### config.mk
export PLATFORM = sky130hd
export DESIGN_NAME = pwm_capture
export DESIGN_NICKNAME = d
export VERILOG_FILES = /design/src/rtl/pwm_capture.sv
export SDC_FILE = /design/constraint.sdc
export NUM_CORES = 1
export LEC_CHECK = 0
export ABC_AREA = 1
export BUFFER_PORTS_ARGS = -buffer_cell sky130_fd_sc_hd__clkbuf_2
export CAP_MARGIN = 20
export CORE_MARGIN = 8
export CORE_UTILIZATION = 58
export DETAILED_ROUTE_END_ITERATION = 10
export PLACE_DENSITY = 0.79
export SKIP_CTS_REPAIR_TIMING = 1
export SLEW_MARGIN = 0
export SYNTH_ARGS = -nofsm -noshare
export SYNTH_HDL_FRONTEND = slang
export SYNTH_SLANG_ARGS = --single-unit
### constraint.sdc
create_clock -name clk -period 7.3 [get_ports clk]
set_input_delay 2.19 -clock clk [delete_from_list [all_inputs] [get_ports clk]]
set_output_delay 2.19 -clock clk [all_outputs]
set_load 0.005 [all_outputs]
### src/rtl/pwm_capture.sv
// PWM capture: synchronises an asynchronous PWM input and measures high time and period
// between successive rising edges, with a sticky timeout for a stuck or dead line.
module pwm_capture #(
    parameter int unsigned WIDTH       = 32,
    parameter int unsigned TIMEOUT     = 1000000,
    parameter int unsigned SYNC_STAGES = 2
) (
    input  logic             clk,
    input  logic             rst,
    input  logic             en,
    input  logic             pwm_in,
    output logic [WIDTH-1:0] high_time,
    output logic [WIDTH-1:0] period,
    output logic             valid,
    output logic             timeout,
    output logic             level
);

    localparam logic [WIDTH-1:0] TO_VAL = WIDTH'(TIMEOUT);
    localparam logic [WIDTH-1:0] ONE    = WIDTH'(1);

    typedef enum logic [1:0] {
        IDLE,
        HIGH,
        LOW
    } state_t;

    state_t r_state;
    state_t w_state_nxt;

    logic [SYNC_STAGES-1:0] r_sync;
    logic                   r_s_d;
    logic                   w_s;
    logic                   w_rise;
    logic                   w_fall;
    logic [WIDTH-1:0]       r_cnt;
    logic [WIDTH-1:0]       w_cnt_nxt;
    logic [WIDTH-1:0]       r_high_cap;
    logic                   w_cap_ld;
    logic                   w_report;
    logic                   w_to_set;

    assign w_s    = r_sync[SYNC_STAGES-1];
    assign w_rise = w_s & ~r_s_d;
    assign w_fall = ~w_s & r_s_d;
    assign level  = w_s;

    always_ff @(posedge clk or posedge rst) begin
        if (rst) begin
            r_sync <= '0;
            r_s_d  <= 1'b0;
        end else begin
            r_sync <= {r_sync[SYNC_STAGES-2:0], pwm_in};
            r_s_d  <= w_s;
        end
    end

    always_ff @(posedge clk or posedge rst) begin
        if (rst) begin
            r_state <= IDLE;
        end else begin
            r_state <= w_state_nxt;
        end
    end

    // In LOW a rise takes priority over reaching TIMEOUT, so a period of exactly TIMEOUT still reports.
    always_comb begin
        w_state_nxt = r_state;
        w_cnt_nxt   = (r_cnt == TO_VAL) ? r_cnt : r_cnt + ONE;
        w_cap_ld    = 1'b0;
        w_report    = 1'b0;
        w_to_set    = 1'b0;
        if (!en) begin
            w_state_nxt = IDLE;
            w_cnt_nxt   = '0;
        end else begin
            unique case (r_state)
                IDLE: begin
                    w_cnt_nxt = '0;
                    if (w_rise) begin
                        w_state_nxt = HIGH;
                        w_cnt_nxt   = ONE;
                    end
                end
                HIGH: begin
                    if (w_fall) begin
                        w_state_nxt = LOW;
                        w_cap_ld    = 1'b1;
                    end else if (r_cnt == TO_VAL) begin
                        w_state_nxt = IDLE;
                        w_cnt_nxt   = '0;
                        w_to_set    = 1'b1;
                    end
                end
                LOW: begin
                    if (w_rise) begin
                        w_state_nxt = HIGH;
                        w_cnt_nxt   = ONE;
                        w_report    = 1'b1;
                    end else if (r_cnt == TO_VAL) begin
                        w_state_nxt = IDLE;
                        w_cnt_nxt   = '0;
                        w_to_set    = 1'b1;
                    end
                end
                default: begin
                    w_state_nxt = IDLE;
                    w_cnt_nxt   = '0;
                end
            endcase
        end
    end

    always_ff @(posedge clk or posedge rst) begin
        if (rst) begin
            r_cnt      <= '0;
            r_high_cap <= '0;
            high_time  <= '0;
            period     <= '0;
            valid      <= 1'b0;
            timeout    <= 1'b0;
        end else begin
            r_cnt <= w_cnt_nxt;
            valid <= w_report;
            if (w_cap_ld) begin
                r_high_cap <= r_cnt;
            end
            if (w_report) begin
                period    <= r_cnt;
                high_time <= r_high_cap;
                timeout   <= 1'b0;
            end else if (w_to_set) begin
                timeout <= 1'b1;
            end
        end
    end

endmodule
==> results.ini, run 1 <==
[synthesis]
syn_nets=746
synth-seq-area-share_pct=56.85
ys.warnings.count=0
synth_area_leaders=dfrtp_1 57%, nand2_1 19%, nor2_1 6.1%, o21ai_0 3.3%, inv_1 3.2%
synth_top_area_share_pct=56.85
netlist_area_um2=5942
avgSynthCellArea_um2=8.084
yosysTopAreaCell=dfrtp_1
synth_seq_cells=135
yosysUniqueCellTypes=21
synthesis.instances=735

[cts]
clk_pin_slew_ps=60
clockBufferDepth=2
cts_root_buf=clkbuf_8
h-tree-depth=4
numCtsBuffers=17
clkLatencyLatePin_ps=530
cts_tree=yes
clock_sinks=135

[global_route]
grt_pass1_wl_mm=23.41
track_usage_pct=22.05
grt_pass1_vias=4907
overflow=0
grt_antenna_before_repair=0
grt_max_degree=97

[finish]
final_common_cell=nand2_1
drive_gt1_share_pct=13.68
fillers=845
layout.nets=817
diodes=0
instances_no_fill=955
area_delta_synth_final_pct=18.21
final_area_um2=7024
final_cell_mix=303 x nand2_1, 135 x dfrtp_1, 96 x nor2_1

[die]
die-area_um2=13740
core_area_um2=10140
die_x_um=117.2
start_util_pct=58.61
die_y_um=117.2
rows=37
ios=71

[setup_path]
reg2reg_slack_ps=4840
r2r_cells=10
r2r-end=r_cnt[14]
critical_path.slowest_cell=dfrtp_1
cpPeakStageDelay_ps=400
cp.required_ps=5110
crit_type=reg -> out
crit_path_start_kind=register
crit_arrival_ps=1040
cp_max_fo=3
crit_buf_inv=1
r2r_start=r_cnt[0]
crit_family=flip-flops
crit_chain=clkbuf_2
critPathCaptureType=primary output

[timing]
fin_crit_sh_pct=44.28
final.setup.tns_ps=0
period_needed_ps=3232
slew_headroom_pct=39.47
fin_skew_ps=6.713
final_max_slew_viol_count=0
tightest_slew_ps=907.9
fmax_mhz=309.4
setup_ws_ps=4068
finalSetupViolCount=0
hold_viol=0
rsz0062_at_grt=false

[routing]
drt-wirelength-per-cell_um=14.74
num_vias=4965
drt_iter0_drc=449
drt-total-wl_mm=14.08
ant_nets=0
routed_via_density=5.199
drcViolationCount=0
firstDrtPassIters=5

[min_path]
hp-start=r_sync[0]
hold_path.class=reg -> reg
whs_endpoint=r_sync[1]
holdPathStages=0

[placement]
hpwlAfterDp_mm=9.639
place_congestion=0.9027
portBuffers=70
dpl_cell_area_um2=6396
dp_cells=923
dp_slack_ps=3477

[pwr]
vdd.ir_drop.worst_v=0.0001763
p_leak_nw=3.499
power_density_nw_per_um2=248.9
total_power_mw=1.748

[status]
status=complete, no violations

[job]
cap_violations=0

==> layer usage <==
| metal | routed length, µm | GRT usage [%] |
|---|---|---|
| met1 | 6326 | 28.42 |
| met2 | 6864 | 36.02 |
| met3 | 683 | 4.413 |
| met4 | 200 | 8.362 |
| met5 | 0 | 0 |
==> cells by family (layout without fill, tap and decap cells) <==
| kind of cell | count (synthesis) | after routing | share of synthesized area, % |
|---|---|---|---|
| DFF | 135 | 135 | 56.85 |
| buffers and inverters | 76 | 160 | 5.264 |
| xor gates and xnor gates | 14 | 14 | 2.064 |
| adders and majority gates | 7 | 7 | 1.474 |
| AOI/OAI and AO/OA | 73 | 73 | 6.212 |
| and+or+nand+nor | 430 | 430 | 28.13 |
==> report_power, final <==
group | switching (mW) | internal, mW
Combinational | 0.0524 | 0.0245
Sequential | 0.00964 | 0.763
Clock | 0.318 | 0.581
==> metrics by stage <==
stage               hold slack [ps]  util (%)
floorplan                     331.2         -
global placement              334.5     62.94
detailed placement            344.4     63.09
CTS                           358.0     69.28
global route                  369.9     69.28
finish                        354.1     69.28
==> worst max-delay path by stage <==
stage / start / end / slack [ps] / cells past startpoint
after global placement: en / r_cnt[27] / 3460 / 5
after global routing: rst / r_cnt[22] / 3840 / 3
final: r_sync[1] / level / 4070 / 1
after floorplan: rst / high_time[0] / 1500 / 1
after detailed placement: rst / period[21] / 3480 / 3
after CTS: rst / r_cnt[20] / 4040 / 3
==> area by class of cell <==
class                           instances  area, µm²  share of cell area (%)
Clock buffer                           20      455.4                   6.484
Inverter                               53      201.4                   2.868
Timing Repair Buffer                   75      395.4                   5.629
Multi-Input combinational cell        524       2251                   32.04
Tap cell                              136      170.2                   2.423
Sequential cell                       135       3378                   48.09
Clock inverter                         12      172.7                   2.458
==> synth_stat cells (all sizes together) <==
| master | n |
|---|---|
| nand2 | 303 |
| dfrtp | 135 |
| nor2 | 97 |
| o21ai | 67 |
| inv | 53 |
| nand3 | 21 |
| xor2 | 14 |
| buf | 12 |
| clkbuf | 11 |
| ha | 7 |
| a21oi | 4 |
| nand4 | 4 |
| nor3 | 4 |
| o21bai | 1 |
| o22ai | 1 |
| or2 | 1 |
==> flip-flops by register name, indices dropped and copies added, names as in the netlist <==
name	count
r_state	2
r_high_cap	32
r_sync	2
r_cnt	32
period	32
high_time	32
timeout	1
valid	1
r_s_d	1
(Power assumes the default switching activity.)
==> run 2: changes to the inputs <==
- ABC_AREA: 1 -> 0
- PLACE_DENSITY: 0.79 -> 0.8
- clock period: 7.3 -> 3 ns (I/O delays scaled with it)
==> run 2 against run 1 <==
  * Global-route usage down 1.6 points
  * Combinational power up 42%
  * Setup slack lost 3700 ps
  * Critical endpoint is now r_cnt[0]
==> results.ini, run 2 <==
[setup_path]
r2r-end=r_cnt[0]
r2r_cells=9  ; -1
critical_path.slowest_cell=dfrtp_1
cp_max_fo=6  ; +3
cp.required_ps=3440  ; -1670 ps
crit_chain=inv_1, ha_1, nor4b_1, nand4_1, nor2_1, inv_1, ha_1, or3_1, a31oi_1
critPathCaptureType=register
cpPeakStageDelay_ps=440  ; +40 ps
reg2reg_slack_ps=320  ; -4520 ps
crit_type=reg -> reg
r2r_start=r_cnt[0]
crit_path_start_kind=register
crit_arrival_ps=3120  ; +2080 ps

[pwr]
intPower_mw=3.476  ; +150%
power_density_nw_per_um2=619.4  ; +150%
p_leak_nw=3.342  ; -4.5%
combPwrFrac_pct=2.5  ; -1.9 points
p_sw_share_pct=19.63  ; -2.1 points
p_seq_share_pct=42.7  ; -1.5 points
clkPwrFrac_pct=54.8  ; +3.4 points
total_power_mw=4.325  ; +150%
vdd.ir_drop.worst_v=0.0004029  ; +130%
switchingPower_uw=849.2  ; +120%

[global_route]
use_met2_pct=32.60  ; -3.4 points
grtUsageMet3_pct=6.045  ; +1.6 points
grt_max_degree=47  ; -52%
grt_pass1_wl_mm=21.29  ; -9.1%
track_usage_pct=20.47  ; -1.6 points
grt_busiest_layer=met2
use_met1_pct=25.67  ; -2.8 points
grt_antenna_before_repair=0  ; unchanged
grt_pass1_vias=4194  ; -15%
overflow=0  ; unchanged

[min_path]
whs_endpoint=r_sync[1]
holdPathStages=0  ; unchanged
hp-start=r_sync[0]
hold_path.class=reg -> reg

[die]
rows=36  ; -2.7%
die-area_um2=13390  ; -2.6%
core_area_um2=9729  ; -4.0%
start_util_pct=59.26  ; +0.65 points
ios=71  ; unchanged
die_y_um=115.7  ; -1.3%
die_x_um=115.7  ; -1.3%

[placement]
dp_cells=635  ; -31%
hpwlAfterDp_mm=7.825  ; -19%
dpl_cell_area_um2=6296  ; -1.6%
dp_slack_ps=525.5  ; -2951 ps
place_congestion=0.8006  ; -11%
portBuffers=70  ; unchanged

[synthesis]
synth_edf_count=0  ; unchanged
yosysUniqueCellTypes=41  ; +95%
syn_nets=462  ; -38%
async_reset_ff_share_pct=100.0  ; unchanged
synth_area_leaders=dfrtp_1 59%, mux2_2 17%, a211oi_1 1.8%, xnor2_1 1.8%, nor3_1 1.6%
synthTopCellsByCount=135 x dfrtp_1, 89 x mux2_2, 19 x nand2_1
yosysTopAreaCell=dfrtp_1
synth_seq_cells=135  ; unchanged
yosysMostFrequentCell=dfrtp_1
synth_top_flop_cell=dfrtp_1
synth-seq-area-share_pct=58.59  ; +1.7 points
netlist_area_um2=5766  ; -3.0%
synthesis.instances=451  ; -39%
ys.warnings.count=0  ; unchanged
synth_top_area_share_pct=58.59  ; +1.7 points
avgSynthCellArea_um2=12.78  ; +58%

[finish]
final_cell_mix=135 x dfrtp_1, 89 x mux2_2, 70 x clkbuf_2
finish.utilization_pct=71.77  ; +2.5 points
instances_no_fill=667  ; -30%
drive_gt1_share_pct=39.51  ; +26 points
area_delta_synth_final_pct=21.12
final_area_um2=6983  ; -0.59%
fillers=661  ; -22%
layout.nets=532  ; -35%
diodes=0  ; unchanged
final_common_cell=dfrtp_1

[routing]
drcViolationCount=0  ; unchanged
ant_nets=0  ; unchanged
drt-total-wl_mm=12.52  ; -11%
firstDrtPassIters=5  ; unchanged
drt_iter0_drc=395  ; -12%
drt-wirelength-per-cell_um=18.77  ; +27%
routed_via_density=5.991  ; +15%
num_vias=3996  ; -20%

[status]
status=complete, no violations

[timing]
period_needed_ps=2675
tightest_slew_ps=642.9  ; -265.0 ps
rsz0062_at_grt=false
hold_viol=0  ; unchanged
hold_slack_ps=359.6  ; +5.486 ps
final_max_slew_viol_count=0  ; unchanged
setup_ws_ps=324.8  ; -3743 ps
finalSetupViolCount=0  ; unchanged
fin_crit_sh_pct=89.17
slew_headroom_pct=57.14  ; +18 points
fin_skew_ps=6.547  ; -0.1655 ps
final.setup.tns_ps=0  ; unchanged
fmax_mhz=373.8

[cts]
h-tree-depth=4  ; unchanged
numCtsBuffers=17  ; unchanged
clock_sinks=135  ; unchanged
clkLatencyLatePin_ps=520  ; about the same
clockBufferDepth=2  ; unchanged
clk_pin_slew_ps=60  ; about the same
cts_root_buf=clkbuf_8
cts_tree=yes

[job]
cap_violations=0  ; unchanged

==> run 2: changes by cell type after synthesis, sizes merged, moves of 14 or more <==
cell and change:
inv -39, a211oi +17, mux2 +89, nor2 -91, nor3 +14, o21ai -49
nand2 -284
==> run 2: worst max-delay path, delay by kind of cell (launching register included) <==
kind	cells	cell delay (ps)
AND/OR/NAND/NOR	4	1360
flip-flops	1	440
adder cells (fa/ha/maj)	2	430
buffers and inverters	2	210
AO/OA/AOI/OAI	1	140
==> run 2: final cells by class <==
class                   count  area (µm²)  area share, %
clock buffers              21       469.2          6.719
clock inverters            11       217.7          3.118
inverters                  14       56.30         0.8063
multi-input cells         273        2232          31.97
flip-flops and latches    135        3378          48.38
well taps                 133       166.4          2.383
repair buffers             80       462.9          6.630
==> run 2: layer usage <==
| layer | routed length [µm] | part of all wire (%) | vias to the layer above |
|---|---|---|---|
| met2 | 6177 | 49 | 182 |
| met5 | 0 | 0 | - |
| li1 | - | - | 1796 |
| met1 | 5125 | 41 | 1984 |
| met4 | 295 | 2.4 | 0 |
| met3 | 918 | 7.3 | 34 |
==> run 2: power by group through the flow <==
stage | logic [mW] | clock network (mW) | registers (mW)
after floorplan | 0.0707 | 0 | 1.88
after global placement | 0.106 | 0 | 1.88
after detailed placement | 0.111 | 0 | 1.88
after CTS | 0.112 | 2.41 | 1.85
after global routing | 0.125 | 2.49 | 1.85
final | 0.109 | 2.37 | 1.85
==> run 2: worst max-delay path by stage <==
stage,startpoint,endpoint
final,r_cnt[0],r_cnt[0]
after global placement,r_cnt[0],r_cnt[28]
after floorplan,rst,high_time[0]
after CTS,r_cnt[0],r_cnt[0]
after detailed placement,r_cnt[0],r_cnt[0]
after global routing,r_cnt[0],r_cnt[0]
==> run 2: logic make-up after synthesis <==
group | share of synthesized area (%)
xor+xnor | 2.127
buf+inv | 3.016
mux | 17.38
compound gates | 6.641
flops | 58.59
simple gates | 10.72
fa+ha+maj | 1.519
==> run 3: changes to the inputs <==
- ABC_AREA: 0 -> 1
- PLACE_DENSITY: 0.8 -> 0.79
==> run 3 against run 2 <==
  * Cell count grew 44%
  * Die area grew 2.6%
  * Sequential power is essentially flat
  * Wire length grew 16%
  * Largest power group unchanged
  * Register-to-register slack gained 410 ps
  * Maximum frequency grew 18%
  * Clock power shrank 11%
  * Via count grew 26%
  * Combinational power grew 75%
  * Total power shrank 3.2%
  * Hold slack gained 18 ps
  * Setup slack gained 410 ps
==> results.ini, run 3 (synthesis gave the netlist of run 1 again) <==
[setup_path]
crit_chain=inv_1, ha_1, nand2_1, nor2_1, nand2_1, nor2_1, nand2_1, ha_1, o22ai_1, o21ai_0, inv_1
cpPeakStageDelay_ps=420  ; -20 ps
r2r_start=r_cnt[0]
critPathCaptureType=register
r2r-end=r_cnt[0]
r2r_cells=11  ; +2
critical_path.slowest_cell=dfrtp_1
cp_max_fo=6  ; unchanged
crit_path_start_kind=register
reg2reg_slack_ps=730  ; +410 ps
cp.required_ps=3410  ; -30 ps
crit_top_cell=nand2_1
crit_type=reg -> reg
crit_arrival_ps=2670  ; -450 ps

[timing]
fin_crit_sh_pct=75.51  ; -14 points
final.setup.tns_ps=0  ; unchanged
period_needed_ps=2265  ; -409.8 ps
slew_headroom_pct=67.08  ; +9.9 points
fmax_mhz=441.4  ; +18%
final_max_slew_viol_count=0  ; unchanged
hold_slack_ps=377.4  ; +17.82 ps
rsz0062_at_grt=false
finalSetupViolCount=0  ; unchanged
hold_viol=0  ; unchanged
fin_skew_ps=7.124  ; +0.5768 ps
tightest_slew_ps=492.7  ; -150.2 ps

[cts]
clock_sinks=135  ; unchanged
cts_root_buf=clkbuf_8
clk_pin_slew_ps=60  ; about the same
numCtsBuffers=17  ; unchanged
clkLatencyLatePin_ps=530  ; about the same
h-tree-depth=4  ; unchanged
clockBufferDepth=2  ; unchanged
cts_tree=yes

[pwr]
p_seq_share_pct=44.9  ; +2.2 points
intPower_mw=3.249  ; -6.5%
p_leak_nw=3.525  ; +5.5%
vdd.ir_drop.worst_v=0.0004636  ; +15%
combPwrFrac_pct=4.6  ; +2.1 points
clkPwrFrac_pct=50.5  ; -4.3 points
p_sw_share_pct=22.40  ; +2.8 points
switchingPower_uw=937.7  ; +10%
power_density_nw_per_um2=592.2  ; -4.4%

[die]
die_y_um=117.2  ; +1.3%
die_x_um=117.2  ; +1.3%
start_util_pct=58.61  ; -0.65 points
die-area_um2=13740  ; +2.6%
ios=71  ; unchanged
core_area_um2=10140  ; +4.2%
rows=37  ; +2.8%

[routing]
drt-total-wl_mm=14.55  ; +16%
num_vias=5047  ; +26%
drt-wirelength-per-cell_um=15.16  ; -19%
drcViolationCount=0  ; unchanged
routed_via_density=5.257  ; -12%
firstDrtPassIters=5  ; unchanged
ant_nets=0  ; unchanged
drt_iter0_drc=394  ; -0.25%

[min_path]
hold_path.class=reg -> reg
whs_endpoint=r_sync[1]
holdPathStages=0  ; unchanged
hp-start=r_sync[0]

[finish]
layout.nets=822  ; +55%
drive_gt1_share_pct=14.20  ; -25 points
fillers=818  ; +24%
final_common_cell=nand2_1
final_cell_mix=303 x nand2_1, 135 x dfrtp_1, 96 x nor2_1
area_delta_synth_final_pct=18.97
diodes=0  ; unchanged

[placement]
place_congestion=0.9294  ; +16%
hpwlAfterDp_mm=10.28  ; +31%
portBuffers=70  ; unchanged

[job]
cap_violations=0  ; unchanged

[global_route]
grt_pass1_wl_mm=24.09  ; +13%
grt_pass1_vias=4948  ; +18%
track_usage_pct=22.84  ; +2.4 points
grt_max_degree=97  ; +110%
grt_antenna_before_repair=0  ; unchanged
overflow=0  ; unchanged

[status]
status=complete, no violations

-- run 3: metrics by stage --
step | worst slack [ps] | cell area [µm²] | utilization (%) | total power [mW] | instances
detailed placement | 768.7 | 6465 | 63.77 | 2.106 | 928
global placement | 798.4 | 6465 | 63.77 | 2.097 | 928
finish | 734.6 | 7069 | 69.73 | 4.187 | 960
CTS | 713.9 | 7069 | 69.73 | 4.203 | 960
floorplan | 420.8 | 5946 | - | 2.031 | 735
global route | 575.4 | 7069 | 69.73 | 4.321 | 960
-- run 3: critical path: cells and delay by family (launching register included) --
family                     cells  cell delay (ps)
AOI/OAI and AO/OA              2              280
adders and majority gates      2              510
buffers and inverters          2              290
DFF                            1              420
and+or+nand+nor                5              650
-- run 3: layer usage --
layer  GRT usage, %  share of wire, %  wire length (µm)
met5              0                 0                 0
met4          8.191               1.7               249
met3          4.977               5.5               802
met2          37.55                49              7160
met1          29.19                44              6339
-- run 3: worst max path at each step --
stage / end / start / cells after the start
final: r_cnt[0] / r_cnt[0] / 11
after global routing: r_cnt[0] / r_cnt[0] / 11
after CTS: r_cnt[0] / r_cnt[0] / 11
after detailed placement: r_cnt[0] / r_cnt[0] / 11
after global placement: r_cnt[0] / r_cnt[0] / 11
after floorplan: high_time[0] / rst / 1
-- run 3: cell type report --
type	instances	area (µm²)	area share [%]
clock buffer	20	455.4	6.442
clock inverter	12	148.9	2.106
inverter	53	202.7	2.867
multi-input combinational	524	2251	31.84
sequential	135	3378	47.79
tap	136	170.2	2.407
timing repair buffer	80	462.9	6.549
-- run 3: power by group through the flow --
stage	Sequential [mW]	Combinational (mW)	Clock, mW
after floorplan	1.91	0.121	0
after global placement	1.91	0.187	0
after detailed placement	1.91	0.194	0
after CTS	1.88	0.195	2.13
after global routing	1.88	0.219	2.22
final	1.88	0.191	2.12
